<file path="config.mk">
export PLATFORM = sky130hd
export DESIGN_NAME = alu_seq
export DESIGN_NICKNAME = d
export VERILOG_FILES = /design/src/rtl/alu_seq.sv
export SDC_FILE = /design/constraint.sdc
export NUM_CORES = 1
export LEC_CHECK = 0
export ABC_AREA = 1
export CORE_MARGIN = 5
export CORE_UTILIZATION = 40
export CTS_BUF_LIST = sky130_fd_sc_hd__clkbuf_16
export DETAILED_ROUTE_END_ITERATION = 16
export HOLD_SLACK_MARGIN = 0.05
export MAX_ROUTING_LAYER = met4
export SETUP_SLACK_MARGIN = 0.05
export SYNTH_ARGS = -nofsm -noshare
export SYNTH_HDL_FRONTEND = slang
export SYNTH_SLANG_ARGS = --single-unit
</file>
<file path="constraint.sdc">
create_clock -name CLK -period 9.13 [get_ports CLK]
set_input_delay 1.3695 -clock CLK [delete_from_list [all_inputs] [get_ports CLK]]
set_output_delay 1.3695 -clock CLK [all_outputs]
set_load 0.02 [all_outputs]
</file>
<file path="src/rtl/alu_seq.sv">
`default_nettype none
// ============================================================================
//  Module   : alu_seq
//  Purpose  : Registered ALU with valid/ready handshakes, SUB, iterative
//             shift-add MUL and zero/overflow/error flags.
//  Revision : 1.0 - initial release
// ============================================================================
module alu_seq #(
   parameter int WIDTH = 32
) (
   input  logic             CLK,
   input  logic             RST,
   input  logic [WIDTH-1:0] In1,
   input  logic [WIDTH-1:0] In2,
   input  logic             CI,
   input  logic [2:0]       A,
   input  logic             IN_VALID,
   output logic             IN_READY,
   output logic [WIDTH-1:0] Cout,
   output logic             CO,
   output logic             OV,
   output logic             ZF,
   output logic             ERR,
   output logic             OUT_VALID,
   input  logic             OUT_READY
);

   localparam int       CW     = $clog2(WIDTH + 1);
   localparam bit [2:0] OP_XOR = 3'b000;
   localparam bit [2:0] OP_ADD = 3'b001;
   localparam bit [2:0] OP_AND = 3'b010;
   localparam bit [2:0] OP_OR  = 3'b011;
   localparam bit [2:0] OP_NOT = 3'b100;
   localparam bit [2:0] OP_SUB = 3'b101;
   localparam bit [2:0] OP_MUL = 3'b110;

   typedef enum logic [1:0] {
      S_IDLE = 2'd0,
      S_BUSY = 2'd1,
      S_DONE = 2'd2
   } state_t;

   state_t             state, state_nxt;
   logic [CW-1:0]      cnt;
   logic [2*WIDTH-1:0] acc, acc_nxt, mcand;
   logic [WIDTH-1:0]   mplier;
   logic               accept, last_iter;

   logic [WIDTH-1:0]   addend, res;
   logic [WIDTH:0]     sum;
   logic               res_co, res_ov, res_err;

   assign IN_READY  = (state == S_IDLE);
   assign OUT_VALID = (state == S_DONE);
   assign accept    = IN_VALID && IN_READY;
   assign last_iter = (state == S_BUSY) && (cnt == CW'(WIDTH - 1));
   // Multiplier is shifted right each iteration, so bit 0 is always bit i.
   assign acc_nxt   = acc + (mplier[0] ? mcand : '0);

   always_comb begin
      addend  = (A == OP_SUB) ? ~In2 : In2;
      sum     = {1'b0, In1} + {1'b0, addend} + {{WIDTH{1'b0}}, CI};
      res     = '0;
      res_co  = 1'b0;
      res_ov  = 1'b0;
      res_err = 1'b0;
      case (A)
         OP_XOR: res = In1 ^ In2;
         OP_AND: res = In1 & In2;
         OP_OR:  res = In1 | In2;
         OP_NOT: res = ~In1;
         OP_ADD, OP_SUB: begin
            res    = sum[WIDTH-1:0];
            res_co = sum[WIDTH];
            res_ov = (In1[WIDTH-1] == addend[WIDTH-1]) &&
                     (sum[WIDTH-1] != In1[WIDTH-1]);
         end
         default: res_err = 1'b1;
      endcase
   end

   always_ff @(posedge CLK or posedge RST) begin
      if (RST) state <= S_IDLE;
      else     state <= state_nxt;
   end

   always_comb begin
      state_nxt = state;
      case (state)
         S_IDLE:  if (accept) state_nxt = (A == OP_MUL) ? S_BUSY : S_DONE;
         S_BUSY:  if (last_iter) state_nxt = S_DONE;
         S_DONE:  if (OUT_READY) state_nxt = S_IDLE;
         default: state_nxt = S_IDLE;
      endcase
   end

   always_ff @(posedge CLK or posedge RST) begin
      if (RST) begin
         Cout   <= '0;
         CO     <= 1'b0;
         OV     <= 1'b0;
         ZF     <= 1'b0;
         ERR    <= 1'b0;
         cnt    <= '0;
         acc    <= '0;
         mcand  <= '0;
         mplier <= '0;
      end else if (accept) begin
         if (A == OP_MUL) begin
            cnt    <= '0;
            acc    <= '0;
            mcand  <= {{WIDTH{1'b0}}, In1};
            mplier <= In2;
         end else begin
            Cout <= res;
            CO   <= res_co;
            OV   <= res_ov;
            ZF   <= (res == '0);
            ERR  <= res_err;
         end
      end else if (state == S_BUSY) begin
         acc    <= acc_nxt;
         mcand  <= mcand << 1;
         mplier <= mplier >> 1;
         cnt    <= cnt + 1'b1;
         if (last_iter) begin
            Cout <= acc_nxt[WIDTH-1:0];
            CO   <= |acc_nxt[2*WIDTH-1:WIDTH];
            OV   <= 1'b0;
            ZF   <= (acc_nxt[WIDTH-1:0] == '0);
            ERR  <= 1'b0;
         end
      end
   end

endmodule
`default_nettype wire

</file>
==> flow_metrics.env <==
export IMPL_finalInstanceArea_sq_um=22040
export IMPL_routed_wl_um=77320
export IMPL_die_x_um=230.5
export IMPL_grt_first_pass_wirelength_um=119100
export IMPL_vias_per_cell=5.137
export IMPL_fin_crit_ns=5.504
export IMPL_dp_slack_ns=2.958
export IMPL_clockRootBuffer="clkbuf_16"
export IMPL_crit_fanout=32
export IMPL_crit_required_ns=9.63
export IMPL_ys_flop_type="dfrtp_1"
export IMPL_syn_inst=3200
export IMPL_fin_tns_setup_ns=0
export IMPL_wire_per_inst_um=19.79
export IMPL_dr_pass1_iters=5
export IMPL_synth_nets=3434
export IMPL_placed_cell_area_sq_um=21140
export IMPL_hp_class="reg -> reg"
export IMPL_yosys_area_top_type_share_pct=26.24
export IMPL_grt_pass1_vias=20087
export IMPL_route_met3_wl_um=3265
export IMPL_end_kind="flop"
export IMPL_core_area_sq_um=47950
export IMPL_synthDistinctLibCells=45
export IMPL_floorplan_rows=80
export IMPL_cts_tree="built"
export IMPL_ys_seq_area_share_pct=26.24
export IMPL_async_flop_share_pct=100.0
export IMPL_multiInputGateArea_sq_um=11810
export IMPL_met1Wirelength_um=34390
export IMPL_grt_max_degree=89
export IMPL_highest_layer="met4"
export IMPL_max_freq_mhz=181.7
export IMPL_status="complete, no violations"
export IMPL_clk_pin_slew_ns=0.07
export IMPL_drc=0
export IMPL_hold_viol=0
export IMPL_fillers=5179
export IMPL_cap_viol_max_count=0
export IMPL_power_density_nw_per_um2=259.1
export IMPL_slew_headroom_pct=35.73
export IMPL_finalCritPeriodShare_pct=60.29
export IMPL_ys_warn_count=0
export IMPL_layout_drive_gt1_share_pct=3.159
export IMPL_p_leak_nw=12.64
export IMPL_worstSetupEndpoint="ZF$_DFFE_PP0P_"
export IMPL_routed_wl_met2_um=37330
export IMPL_cts_hold_buf=0
export IMPL_regToRegSetupSlack_ns=4.81
export IMPL_post_cts_buffers=0
export IMPL_io_pins=110
export IMPL_post_cts_resized=0
export IMPL_cp_start_kind="input port"
export IMPL_portBuffers=109
export IMPL_drt_first_iter_violations=1419
export IMPL_gp_congestion=1.024
export IMPL_fin_nets=3506
export IMPL_netlist_top_cell_by_area="dfrtp_1"
export IMPL_gr_usage_all_layers_pct=29.55
export IMPL_synth_edf_count=0
export IMPL_initial_core_util_pct=40.57
export IMPL_critPathLaunch="A[0]"
export IMPL_vdd_drop_max_mv=0.1503
export IMPL_reg2reg_from="mplier[0]$_DFFE_PP0P_"
export IMPL_post_dp_hpwl_um=63550
export IMPL_vias=20070
export IMPL_avgSynthCellArea_sq_um=6.079
export IMPL_setup_violations=0
export IMPL_dieArea_sq_um=53140
export IMPL_antenna_found_initial=0
export IMPL_antenna_left=0
export IMPL_crit_type="in -> reg"
export IMPL_netlist_area_sq_um=19450
export IMPL_cts_max_path_buffers=3
export IMPL_register_area_sq_um=5106
export IMPL_setup_slack_ns=3.626
export IMPL_syn_to_final_growth_pct=13.33
export IMPL_worst_r2r_cell_count=22
export IMPL_finalMaxSlewViolations=0
export IMPL_ys_ff_latch=204
export IMPL_antenna_cells=0
export IMPL_overflow=0
export IMPL_worstReg2RegEnd="CO$_DFFE_PP0P_"
export IMPL_cts_sinks=204
export IMPL_synth_area_top_cells="dfrtp_1 (26%), nand2_1 (23%), inv_1 (11%), ha_1 (10%), nor2_1 (5.2%)"
export IMPL_arrival_ns=6.00
export IMPL_rsz0062_at_grt="false"
export IMPL_numCtsBuffers=26
export IMPL_clock_latency_ns=0.57
export IMPL_finClkSkew_ns=0.01847
export IMPL_fp_dieH_um=230.5
export IMPL_cts_max_level=1
export IMPL_tightestPinTransition_ns=0.9626
## Yosys cell counts, types with 2 or more instances
| cell | count |
|---|---|
| inv_2 | 6 |
| nand2_1 | 1188 |
| inv_1 | 587 |
| nand3_2 | 5 |
| and3_1 | 3 |
| o21ai_1 | 3 |
| xnor2_1 | 11 |
| clkbuf_1 | 51 |
| nand3b_1 | 22 |
| dfrtp_1 | 204 |
| buf_2 | 30 |
| a211oi_1 | 23 |
| nor2_1 | 272 |
| nor3_1 | 16 |
| a221oi_1 | 2 |
| nand4_1 | 30 |
| a22o_1 | 8 |
| nor3_2 | 3 |
| nor4_1 | 6 |
| o221ai_1 | 4 |
| nand2_2 | 10 |
| and2_1 | 2 |
| a21o_1 | 2 |
| a32o_1 | 6 |
| or2_2 | 3 |
| ha_1 | 159 |
| xor2_1 | 44 |
| o21ai_0 | 153 |
| a31oi_1 | 16 |
| o22ai_1 | 40 |
| fa_1 | 3 |
| nand3_1 | 114 |
| nor2_2 | 10 |
| a22oi_1 | 46 |
| o21bai_1 | 7 |
| a21oi_1 | 102 |
## per-layer routing
metal  global-route usage (%)  vias up
met4                    7.734        0
met2                    50.84      426
li1                         -    10103
met3                    3.256      107
met1                    37.27     9434
met5                        -        -
## registers in the layout, summed over array words and instances, names as in the netlist
register	cells
CO	1
Cout	32
ERR	1
OV	1
ZF	1
acc	64
cnt	6
mcand	64
mplier	32
state	2
## layout make-up
| type | instances | area share [%] |
|---|---|---|
| timing repair buffer | 126 | 5.528 |
| clock inverter | 21 | 1.033 |
| multi-input combinational | 2320 | 53.57 |
| tap | 615 | 3.491 |
| inverter | 594 | 10.15 |
| sequential | 204 | 23.16 |
| clock buffer | 27 | 3.065 |
## power by group
part / internal [mW] / leakage, nW / switching [mW]
registers: 1.30 / 2.63 / 0.317
logic: 1.02 / 9.55 / 1.97
clock network: 0.673 / 0.460 / 0.432
total: 2.99 / 12.6 / 2.72
## cells by family (layout without fill, tap and decap cells)
group / after synthesis / count (layout) / synth area share (%)
compound gates: 418 / 418 / 12.63
xor+xnor: 55 / 55 / 2.476
fa+ha+maj: 162 / 162 / 10.54
buf+inv: 676 / 768 / 13.24
flops: 204 / 204 / 26.24
simple gates: 1685 / 1685 / 34.88
## placed cells by master (no fill, tap or decap), drive strengths merged, types with 3 or more instances in the layout
cell type,instances
xor2,44
clkinv,9
nand4,30
nand3b,22
fa,3
o221ai,4
clkdlybuf4s50,109
nor3,19
o22ai,40
a32o,6
ha,159
or2,3
nand2,1198
dfrtp,204
clkbuf,27
bufinv,5
inv,599
a21oi,102
and3,3
a211oi,23
a31oi,16
nor4,6
nor2,282
buf,17
nand3,119
o21ai,157
o21bai,7
xnor2,11
a22o,8
a22oi,46
## worst max-delay path: stages
cell and delay, ns:
clkdlybuf4s50_1 0.58, inv_1 0.12, nor2_4 0.71, nand2_2 0.06, buf_4 0.33, xor2_1 0.22, fa_1 0.48, fa_1 0.39
inv_1 0.09, nand3_1 0.07, nand2_1 0.15, nand2_1 0.07, nand2_1 0.15, nand2_1 0.09, nand2_1 0.14, nand2_1 0.13
nand2_1 0.08, nand2_1 0.05, nand3_1 0.06, nand2_1 0.08, nor2_1 0.12, nand2_1 0.06, nor2_1 0.14, nand4_1 0.10
a21oi_1 0.15
## metrics by stage
| stage | hold slack (ns) | power (mW) | std cells | util (%) |
|---|---|---|---|---|
| after global routing | 0.5075 | 6.193 | 3907 | 45.98 |
| final | 0.4888 | 5.711 | 3907 | 45.98 |
| after global placement | 0.4667 | 4.556 | 3859 | 44.09 |
| after detailed placement | 0.4697 | 4.594 | 3859 | 44.09 |
| after floorplan | 0.4494 | 3.525 | 3200 | - |
| after CTS | 0.4897 | 5.732 | 3907 | 45.98 |
## worst min-delay path by stage
stage,from,end,slack (ns),depth (start not counted)
floorplan,mplier[15]$_DFFE_PP0P_,mplier[15]$_DFFE_PP0P_,0.45,2
global placement,mplier[20]$_DFFE_PP0P_,mplier[20]$_DFFE_PP0P_,0.47,2
detailed placement,mplier[27]$_DFFE_PP0P_,mplier[27]$_DFFE_PP0P_,0.47,2
CTS,ERR$_DFFE_PP0P_,ERR$_DFFE_PP0P_,0.49,2
global route,mplier[22]$_DFFE_PP0P_,mplier[22]$_DFFE_PP0P_,0.51,2
finish,mplier[20]$_DFFE_PP0P_,mplier[20]$_DFFE_PP0P_,0.49,2
Note: power is estimated with default switching activity, not from simulation.
